$ cat config.mk
export PLATFORM = sky130hd
export DESIGN_NAME = wb_arbiter
export DESIGN_NICKNAME = d
export VERILOG_FILES = /design/src/rtl/wb_arbiter_pkg.sv /design/src/rtl/wb_fifo.sv /design/src/rtl/wb_arbiter.sv
export SDC_FILE = /design/constraint.sdc
export NUM_CORES = 1
export LEC_CHECK = 0
export ABC_CLOCK_PERIOD_IN_PS = 12050
export CAP_MARGIN = 30
export CORE_UTILIZATION = 48
export DETAILED_ROUTE_END_ITERATION = 7
export GPL_TIMING_DRIVEN = 0
export PLACE_DENSITY = 0.85
export SLEW_MARGIN = 25
export SYNTH_ARGS = -nofsm -noshare
export SYNTH_HDL_FRONTEND = slang
export SYNTH_HIERARCHICAL = 1
export SYNTH_SLANG_ARGS = --single-unit
$ cat constraint.sdc
create_clock -name clk -period 12.05 [get_ports clk]
set_input_delay 3.615 -clock clk [delete_from_list [all_inputs] [get_ports clk]]
set_output_delay 3.615 -clock clk [all_outputs]
set_load 0.01 [all_outputs]
$ cat src/rtl/wb_arbiter_pkg.sv
// Shared constants and types for the writeback arbiter slice.
// Replaces the old defines: XLEN, register address width, FIFO entry layout.
package wb_arbiter_pkg;

   localparam int XLEN       = 32;
   localparam int REG_ADDR_W = 5;
   localparam int WB_ENT_W   = REG_ADDR_W + XLEN;

   typedef enum logic [1:0] {
      GNT_IDLE,
      GNT_MEM,
      GNT_MDU
   } grant_e;

   typedef struct packed {
      logic [REG_ADDR_W-1:0] rd;
      logic [XLEN-1:0]       data;
   } wb_ent_t;

endpackage

$ cat src/rtl/wb_fifo.sv
// Synchronous FIFO holding queued MDU results awaiting the regfile port.
// Ports: clk/rst (sync, active-high), push_i/data_i, pop_i/data_o, full_o, empty_o, count_o.
module wb_fifo #(
   parameter int WIDTH = 37,
   parameter int DEPTH = 2
) (
   input  logic                       clk,
   input  logic                       rst,
   input  logic                       push_i,
   input  logic [WIDTH-1:0]           data_i,
   input  logic                       pop_i,
   output logic [WIDTH-1:0]           data_o,
   output logic                       full_o,
   output logic                       empty_o,
   output logic [$clog2(DEPTH):0]     count_o
);

   localparam int AW = $clog2(DEPTH);

   logic [WIDTH-1:0] mem_q [DEPTH];
   logic [AW:0]      wr_ptr_q, wr_ptr_d;
   logic [AW:0]      rd_ptr_q, rd_ptr_d;
   logic             push_ok, pop_ok;

   // Extra pointer MSB separates full (MSBs differ) from empty.
   assign empty_o = (wr_ptr_q == rd_ptr_q);
   assign full_o  = (wr_ptr_q[AW] != rd_ptr_q[AW]) &&
                    (wr_ptr_q[AW-1:0] == rd_ptr_q[AW-1:0]);
   assign count_o = wr_ptr_q - rd_ptr_q;
   assign data_o  = mem_q[rd_ptr_q[AW-1:0]];

   assign push_ok = push_i & ~full_o;
   assign pop_ok  = pop_i & ~empty_o;

   always_comb begin
      wr_ptr_d = wr_ptr_q;
      rd_ptr_d = rd_ptr_q;
      if (push_ok) wr_ptr_d = wr_ptr_q + 1'b1;
      if (pop_ok)  rd_ptr_d = rd_ptr_q + 1'b1;
   end

   always_ff @(posedge clk) begin
      if (rst) begin
         wr_ptr_q <= '0;
         rd_ptr_q <= '0;
      end else begin
         wr_ptr_q <= wr_ptr_d;
         rd_ptr_q <= rd_ptr_d;
      end
   end

   always_ff @(posedge clk) begin
      if (push_ok) mem_q[wr_ptr_q[AW-1:0]] <= data_i;
   end

endmodule

$ cat src/rtl/wb_arbiter.sv
// Merges in-order MEM results and queued out-of-order MDU results onto one regfile write port.
// Ports: mem_* request, mdu_* valid/ready result, pipe_stall_o, registered wb_* write bus, buf_count_o.
module wb_arbiter
   import wb_arbiter_pkg::*;
#(
   parameter int BUF_DEPTH  = 2,
   parameter int STARVE_MAX = 4
) (
   input  logic                        clk,
   input  logic                        rst,
   input  logic [REG_ADDR_W-1:0]       mem_rdaddr_i,
   input  logic [XLEN-1:0]             mem_rddata_i,
   input  logic                        mem_rdwe,
   input  logic                        mdu_valid_i,
   input  logic [REG_ADDR_W-1:0]       mdu_rdaddr_i,
   input  logic [XLEN-1:0]             mdu_rddata_i,
   output logic                        mdu_ready_o,
   output logic                        pipe_stall_o,
   output logic [REG_ADDR_W-1:0]       wb_rdaddr_o,
   output logic [XLEN-1:0]             wb_rddata_o,
   output logic                        wb_rdwe,
   output logic [$clog2(BUF_DEPTH):0]  buf_count_o
);

   localparam int SW = $clog2(STARVE_MAX + 1);

   grant_e                gnt;
   wb_ent_t               mdu_ent, head;
   logic                  mem_req, fifo_full, fifo_empty, fifo_ne;
   logic                  mdu_acc, push, pop, starved;
   logic [SW-1:0]         starve_q, starve_d;
   logic [REG_ADDR_W-1:0] wb_rdaddr_q, wb_rdaddr_d;
   logic [XLEN-1:0]       wb_rddata_q, wb_rddata_d;
   logic                  wb_rdwe_q, wb_rdwe_d;

   // Writes to x0 are architecturally void, so they never compete.
   assign mem_req = mem_rdwe & (mem_rdaddr_i != '0);
   assign fifo_ne = ~fifo_empty;
   assign starved = (starve_q == SW'(STARVE_MAX));

   assign mdu_ready_o = ~fifo_full & ~rst;
   assign mdu_acc     = mdu_valid_i & mdu_ready_o;
   assign push        = mdu_acc & (mdu_rdaddr_i != '0);
   assign mdu_ent     = '{rd: mdu_rdaddr_i, data: mdu_rddata_i};

   wb_fifo #(
      .WIDTH (WB_ENT_W),
      .DEPTH (BUF_DEPTH)
   ) u_fifo (
      .clk     (clk),
      .rst     (rst),
      .push_i  (push),
      .data_i  (mdu_ent),
      .pop_i   (pop),
      .data_o  (head),
      .full_o  (fifo_full),
      .empty_o (fifo_empty),
      .count_o (buf_count_o)
   );

   // MEM normally wins; the queue takes over when idle, starved or full.
   always_comb begin
      gnt = GNT_IDLE;
      if (fifo_ne && (!mem_req || starved || fifo_full)) begin
         gnt = GNT_MDU;
      end else if (mem_req) begin
         gnt = GNT_MEM;
      end
   end

   assign pop          = (gnt == GNT_MDU);
   assign pipe_stall_o = mem_req & (gnt == GNT_MDU) & ~rst;

   always_comb begin
      starve_d = starve_q;
      if (gnt == GNT_MDU || !fifo_ne) begin
         starve_d = '0;
      end else if (gnt == GNT_MEM && !starved) begin
         starve_d = starve_q + 1'b1;
      end
   end

   // Idle keeps addr/data so forwarding sees a stable bus.
   always_comb begin
      wb_rdwe_d   = 1'b0;
      wb_rdaddr_d = wb_rdaddr_q;
      wb_rddata_d = wb_rddata_q;
      unique case (gnt)
         GNT_MDU: begin
            wb_rdwe_d   = 1'b1;
            wb_rdaddr_d = head.rd;
            wb_rddata_d = head.data;
         end
         GNT_MEM: begin
            wb_rdwe_d   = 1'b1;
            wb_rdaddr_d = mem_rdaddr_i;
            wb_rddata_d = mem_rddata_i;
         end
         default: ;
      endcase
   end

   always_ff @(posedge clk) begin
      if (rst) begin
         starve_q    <= '0;
         wb_rdwe_q   <= 1'b0;
         wb_rdaddr_q <= '0;
         wb_rddata_q <= '0;
      end else begin
         starve_q    <= starve_d;
         wb_rdwe_q   <= wb_rdwe_d;
         wb_rdaddr_q <= wb_rdaddr_d;
         wb_rddata_q <= wb_rddata_d;
      end
   end

   assign wb_rdwe     = wb_rdwe_q;
   assign wb_rdaddr_o = wb_rdaddr_q;
   assign wb_rddata_o = wb_rddata_q;

endmodule

==> results.json, run 1 <==
{
  "status": "completed",
  "final_cell_mix": "117 x clkdlybuf4s50_1, 74 x edfxtp_1, 46 x dfxtp_1, 37 x mux2_2, 34 x mux2i_1",
  "swShare_pct": 25.2,
  "ys_ff_latch": 120,
  "initial_utilization_pct": 49.4,
  "synth_cell_types": 40,
  "syn_to_final_growth_pct": 42.2,
  "synth-edff-count": 74,
  "drtAntennaViolNets": 0,
  "hold-worst-slack_ps": 460,
  "cts_made_buffers": 17,
  "layout-drive-gt1-share_pct": 19.5,
  "critPathCaptureType": "primary output",
  "p_clk_share_pct": 39.3,
  "p_sw_mw": 0.337,
  "final_max_slew_viol_count": 0,
  "reg2reg_to": "u_fifo/mem_q[0][18]",
  "p_int_mw": 1.00,
  "grt_overflow_total": 0,
  "dpl.hpwl_um": 7500,
  "drcViolationCount": 0,
  "finalHoldViolations": 0,
  "path_max_fanout": 6,
  "die_width_um": 102,
  "r2r-start": "u_fifo/wr_ptr_q[0]",
  "fin_skew_ps": 6.46,
  "die_h_um": 102,
  "grt-busiest-layer": "met2",
  "critPathArrivalTime_ps": 5670,
  "rr_worst_depth": 11,
  "wl_per_cell_um": 17.9,
  "drv_cap": 0,
  "clock_path_buffers": 2,
  "rsz0062_at_grt": "no",
  "setup-violations-final": 0,
  "dominantRegCellSynth": "edfxtp_1",
  "cp_data_required_time_ps": 8430,
  "cellLeakagePower_nw": 2.51,
  "setup-tns-final_ps": 0,
  "final_common_cell": "clkdlybuf4s50_1",
  "cts_tree": "built",
  "ys_seq_area_share_pct": 65.1,
  "syn_avg_cell_area_um2": 14.9,
  "hold_class": "reg -> reg",
  "core_area_um2": 9770,
  "use_met2_pct": 37.5,
  "cp_common_cell": "clkdlybuf4s50_1",
  "whs_path_depth": 1,
  "worstSkewPairLatency_ps": 500,
  "antenna_found_initial": 0,
  "tightest_slew_ps": 717,
  "max-slew-margin-rel_pct": 52.0,
  "finalCritPeriodShare_pct": 77.0,
  "nets": 546,
  "yosys_warnings": 6,
  "finalPower_mw": 1.34,
  "r2r_slack_ps": 8700,
  "first_pass_iters": 4,
  "htreeDepth": 4,
  "grt_pass1_wl_um": 16600,
  "crit_path_top_delay_cell": "or4_1",
  "cp_cell_sequence": "clkdlybuf4s50_1 > or4_1 > buf_2 > o21ai_0 > nor4_1 > clkdlybuf4s50_1",
  "finalCriticalPeriod_ps": 9280,
  "crit_end": "pipe_stall_o",
  "stdcell_count": 611,
  "fin_util_pct": 70.3,
  "via_per_inst": 5.35,
  "critPathMaxStageDelay_ps": 510,
  "synth.cell_area_um2": 4830,
  "io_buffers": 117,
  "synthArstFlopShare_pct": 0,
  "p_comb_share_pct": 22.3,
  "cts_root_buf": "clkbuf_8",
  "grtUsageMet1_pct": 24.2,
  "p_seq_share_pct": 38.4,
  "rows": 36,
  "ctsResizeCount": 0,
  "vias": 3268,
  "use_met3_pct": 5.95,
  "synth_nets": 405,
  "worstSetupPathType": "in -> out",
  "dp_cells": 579,
  "cts.sinks": 120,
  "ctsHoldBuffers": 0,
  "wirelength_um": 10900,
  "antenna_cells": 0,
  "clkTransAtPathRegs_ps": 50,
  "grt_max_degree": 23,
  "die-area_um2": 10500,
  "powerDensity_nw_per_um2": 195,
  "syn_inst": 324,
  "post_cts_buffers": 0,
  "worstSetupStartpoint": "mem_rdaddr_i[2]",
  "io_pins": 120,
  "gr-usage-all-layers_pct": 21.8,
  "first_iter_violations": 84,
  "vdd_drop_max_mv": 0.0934,
  "max_freq_mhz": 108,
  "globalplace.congestion": 0.839,
  "start_kind": "input port",
  "grt_pass1_vias": 3412
}
-- through the flow --
stage,cell area (um2),setup slack [ps]
finish,6870,2770
global route,6870,2670
CTS,6870,2780
detailed placement,6250,2840
global placement,6170,1960
floorplan,4830,3880
-- worst min-delay path by stage --
stage,startpoint,end,slack [ps]
5_1_grt,wb_rddata_o[5],wb_rddata_o[5],470
2_1_floorplan,starve_q[0],starve_q[0],470
6_report,wb_rddata_o[24],wb_rddata_o[24],460
4_1_cts,wb_rddata_o[29],wb_rddata_o[29],460
3_3_place_gp,wb_rddata_o[21],wb_rddata_o[21],440
3_5_place_dp,wb_rddata_o[5],wb_rddata_o[5],450
-- layout make-up --
class | instances | area [um2]
sequential | 120 | 3140
clock buffer | 18 | 418
fill | 695 | 2910
clock inverter | 14 | 205
tap | 133 | 166
timing repair buffer | 122 | 1240
buffer | 20 | 139
multi-input combinational | 174 | 1520
inverter | 10 | 37.5
-- layer usage --
layer	share of wire, %	wire (um)
met5	0	0
met4	2.2	246
met3	4.3	466
met2	53	5780
met1	41	4460
-- flip-flops by register name, summed over array words and instances (netlist names), named ones only --
signal,cells
u_fifo/rd_ptr_q,2
starve_q,3
u_fifo/wr_ptr_q,2
u_fifo/mem_q,74
wb_rdwe,1
wb_rddata_o,32
wb_rdaddr_o,5
-- synth_stat cells (all sizes together) (2+ instances only) --
master	count	area, um2
a2111oi	2	17.5
inv	10	37.5
mux2	37	417
or3	2	12.5
xnor2	2	17.5
nand2	5	18.8
edfxtp	74	2220
a31oi	2	12.5
o2bb2ai	32	280
a211oi	4	30.0
nor3	2	21.3
mux2i	34	340
buf	17	128
nor2	12	45.0
a21oi	6	30.0
o21ai	2	10.0
o32ai	3	26.3
clkbuf	3	11.3
dfxtp	46	921
nand4	4	25.0
nand3	3	15.0
ha	3	37.5
a221oi	2	17.5
and2	2	13.8
nor3b	4	30.0
-- logic make-up (layout without fill, tap and decap cells) --
logic type      count (synthesis)  count (layout)  share of synthesized area [%]
compound gates                 61              61                           10.2
xor+xnor                        2               2                          0.363
fa+ha+maj                       3               3                          0.777
buf+inv                        30             184                           3.65
flops                         120             120                           65.1
mux                            71              71                           15.7
simple gates                   37              37                           4.25
-- critical path: cells and delay by family --
kind	cells	cell delay, ps
compound gates	1	280
simple gates	2	620
buf+inv	3	1150
-- power by group through the flow --
stage	Clock (mW)	Sequential, mW	Combinational, mW
after global placement	0	0.521	0.283
final	0.527	0.514	0.298
after CTS	0.535	0.514	0.300
after global routing	0.555	0.519	0.322
after detailed placement	0	0.521	0.297
after floorplan	0	0.532	0.150
(Power assumes the default switching activity.)
==> run 2: changes to the inputs <==
Settings changed: ABC_CLOCK_PERIOD_IN_PS 12050 to 8500, CORE_UTILIZATION 48 to 44, PLACE_DENSITY 0.85 to 0.82.
Clock period 12.05 ns to 8.5 ns, I/O delays scaled along.
==> run 2 against run 1 <==
  * Global-route usage is 2.5 points lower
  * First-iteration DRC count is 79% higher
  * Non-clock buffer count unchanged
  * Largest power group is now sequential cells
  * Die area rose by 8.9%
  * Register-to-register slack worse by 3200 ps
  * Worst hold slack barely moved
  * Sequential cell count is the same
  * Critical endpoint unchanged
  * Utilization down 5.5 points
==> results.json, run 2 (synthesized netlist as in run 1, its figures left out) <==
{
  "critPathArrivalTime_ps": 4530,
  "max_freq_mhz": 141,
  "hold_class": "reg -> reg",
  "dpl.hpwl_um": 7300,
  "final_cell_mix": "117 x clkdlybuf4s50_1, 74 x edfxtp_1, 46 x dfxtp_1, 37 x mux2_2, 34 x mux2i_1",
  "max-slew-margin-rel_pct": 55.0,
  "clock_path_buffers": 2,
  "grt_max_degree": 20,
  "htreeDepth": 4,
  "drtAntennaViolNets": 0,
  "core_area_um2": 10500,
  "crit_path_top_delay_cell": "or4_1",
  "powerDensity_nw_per_um2": 261,
  "cts_root_buf": "clkbuf_8",
  "finalPower_mw": 1.77,
  "crit_family": "buffers and inverters",
  "io_pins": 120,
  "path_max_fanout": 6,
  "die_width_um": 107,
  "cp_data_required_time_ps": 5950,
  "finalCriticalPeriod_ps": 7080,
  "cp.buffers_inverters": 3,
  "status": "completed",
  "pre_cts_ws_ps": 1440,
  "final_common_cell": "clkdlybuf4s50_1",
  "wl_per_cell_um": 17.1,
  "setup-violations-final": 0,
  "fin_util_pct": 64.7,
  "hold-worst-slack_ps": 460,
  "first_iter_violations": 150,
  "gr-usage-all-layers_pct": 19.3,
  "cp_cell_sequence": "clkdlybuf4s50_1 > or4_1 > buf_2 > o21ai_0 > nor4_1 > clkdlybuf4s50_1",
  "cts_made_buffers": 17,
  "p_comb_share_pct": 23.7,
  "cp.depth": 6,
  "p_sw_mw": 0.465,
  "p_clk_share_pct": 35.1,
  "vdd_drop_max_mv": 0.145,
  "cellLeakagePower_nw": 2.46,
  "die_h_um": 107,
  "critPathMaxStageDelay_ps": 530,
  "final_max_slew_viol_count": 0,
  "cts_tree": "built",
  "p_int_mw": 1.30,
  "via_per_inst": 5.29,
  "finalCritPeriodShare_pct": 83.3,
  "syn_to_final_growth_pct": 40.2,
  "tightest_slew_ps": 674,
  "layout-drive-gt1-share_pct": 19.0,
  "wirelength_um": 10500,
  "die-area_um2": 11400,
  "ctsHoldBuffers": 0,
  "grt_overflow_total": 0,
  "worstSkewPairLatency_ps": 510,
  "vias": 3251,
  "whs_path_depth": 1,
  "setup-tns-final_ps": 0,
  "post_cts_buffers": 0,
  "fin_skew_ps": 11.4,
  "clkTransAtPathRegs_ps": 50,
  "cts.sinks": 120,
  "antenna_cells": 0,
  "grt_pass1_vias": 3316,
  "cp_common_cell": "clkdlybuf4s50_1",
  "swShare_pct": 26.3,
  "drcViolationCount": 0,
  "critPathCaptureType": "primary output",
  "io_buffers": 117,
  "drv_cap": 0,
  "finalHoldViolations": 0,
  "nets": 546,
  "first_pass_iters": 4,
  "antenna_found_initial": 0,
  "initial_utilization_pct": 46.2,
  "start_kind": "input port",
  "largest_reg_flops": 74,
  "worstSetupPathType": "in -> out",
  "rr_worst_depth": 10,
  "ctsResizeCount": 0,
  "grt_pass1_wl_um": 16300,
  "rsz0062_at_grt": "no",
  "timing.final.ws_setup_ps": 1420,
  "globalplace.congestion": 0.806,
  "p_seq_share_pct": 41.2,
  "rows": 37
}
## run 2: cell count changes in the layout (fill, tap and decap cells not counted)
cell	before	now
clkbuf_8	1	5
buf_6	9	7
buf_4	2	4
bufinv_16	5	0
clkinv_2	6	5
clkbuf_1	4	6
## run 2: cell type report
type,instances,area (um2)
buffer,20,139
clock buffer,24,480
clock inverter,8,50.0
fill,787,3690
inverter,10,37.5
multi-input combinational,174,1520
sequential,120,3140
tap,136,170
timing repair buffer,122,1230
## run 2: worst paths after layout
kind	endpoint	slack [ps]	from
setup reg to reg	u_fifo/mem_q[0][24]	5490	u_fifo/wr_ptr_q[0]
hold / removal	wb_rddata_o[13]	460	wb_rddata_o[13]
hold reg to reg	wb_rddata_o[13]	460	wb_rddata_o[13]
setup / recovery	pipe_stall_o	1420	mem_rdaddr_i[3]
## run 2: worst register-to-register path, cell delays in order (launching register included)
cell and delay (ps):
dfxtp_1 410, inv_1 90, ha_1 290, buf_2 170
inv_1 110, nor2_1 120, nor2_1 240, o311a_1 300
nor3b_2 480, buf_4 290, buf_4 210
## run 2: power groups by stage
stage	Clock [mW]	Combinational, mW	Sequential [mW]
global placement	0	0.404	0.739
floorplan	0	0.212	0.754
finish	0.620	0.418	0.729
global route	0.661	0.450	0.736
CTS	0.635	0.423	0.729
detailed placement	0	0.421	0.739
## run 2: routing by layer
layer / wire length (um) / global-route usage, %
met1: 4480 / 22.8
met3: 463 / 4.92
met5: 0 / 0
met2: 5390 / 32.9
met4: 165 / 9.20
## run 2: through the flow
stage | instances | instance area [um2]
after floorplan | 324 | 4830
after global placement | 577 | 6170
after detailed placement | 582 | 6240
after CTS | 614 | 6770
after global routing | 614 | 6770
final | 614 | 6770
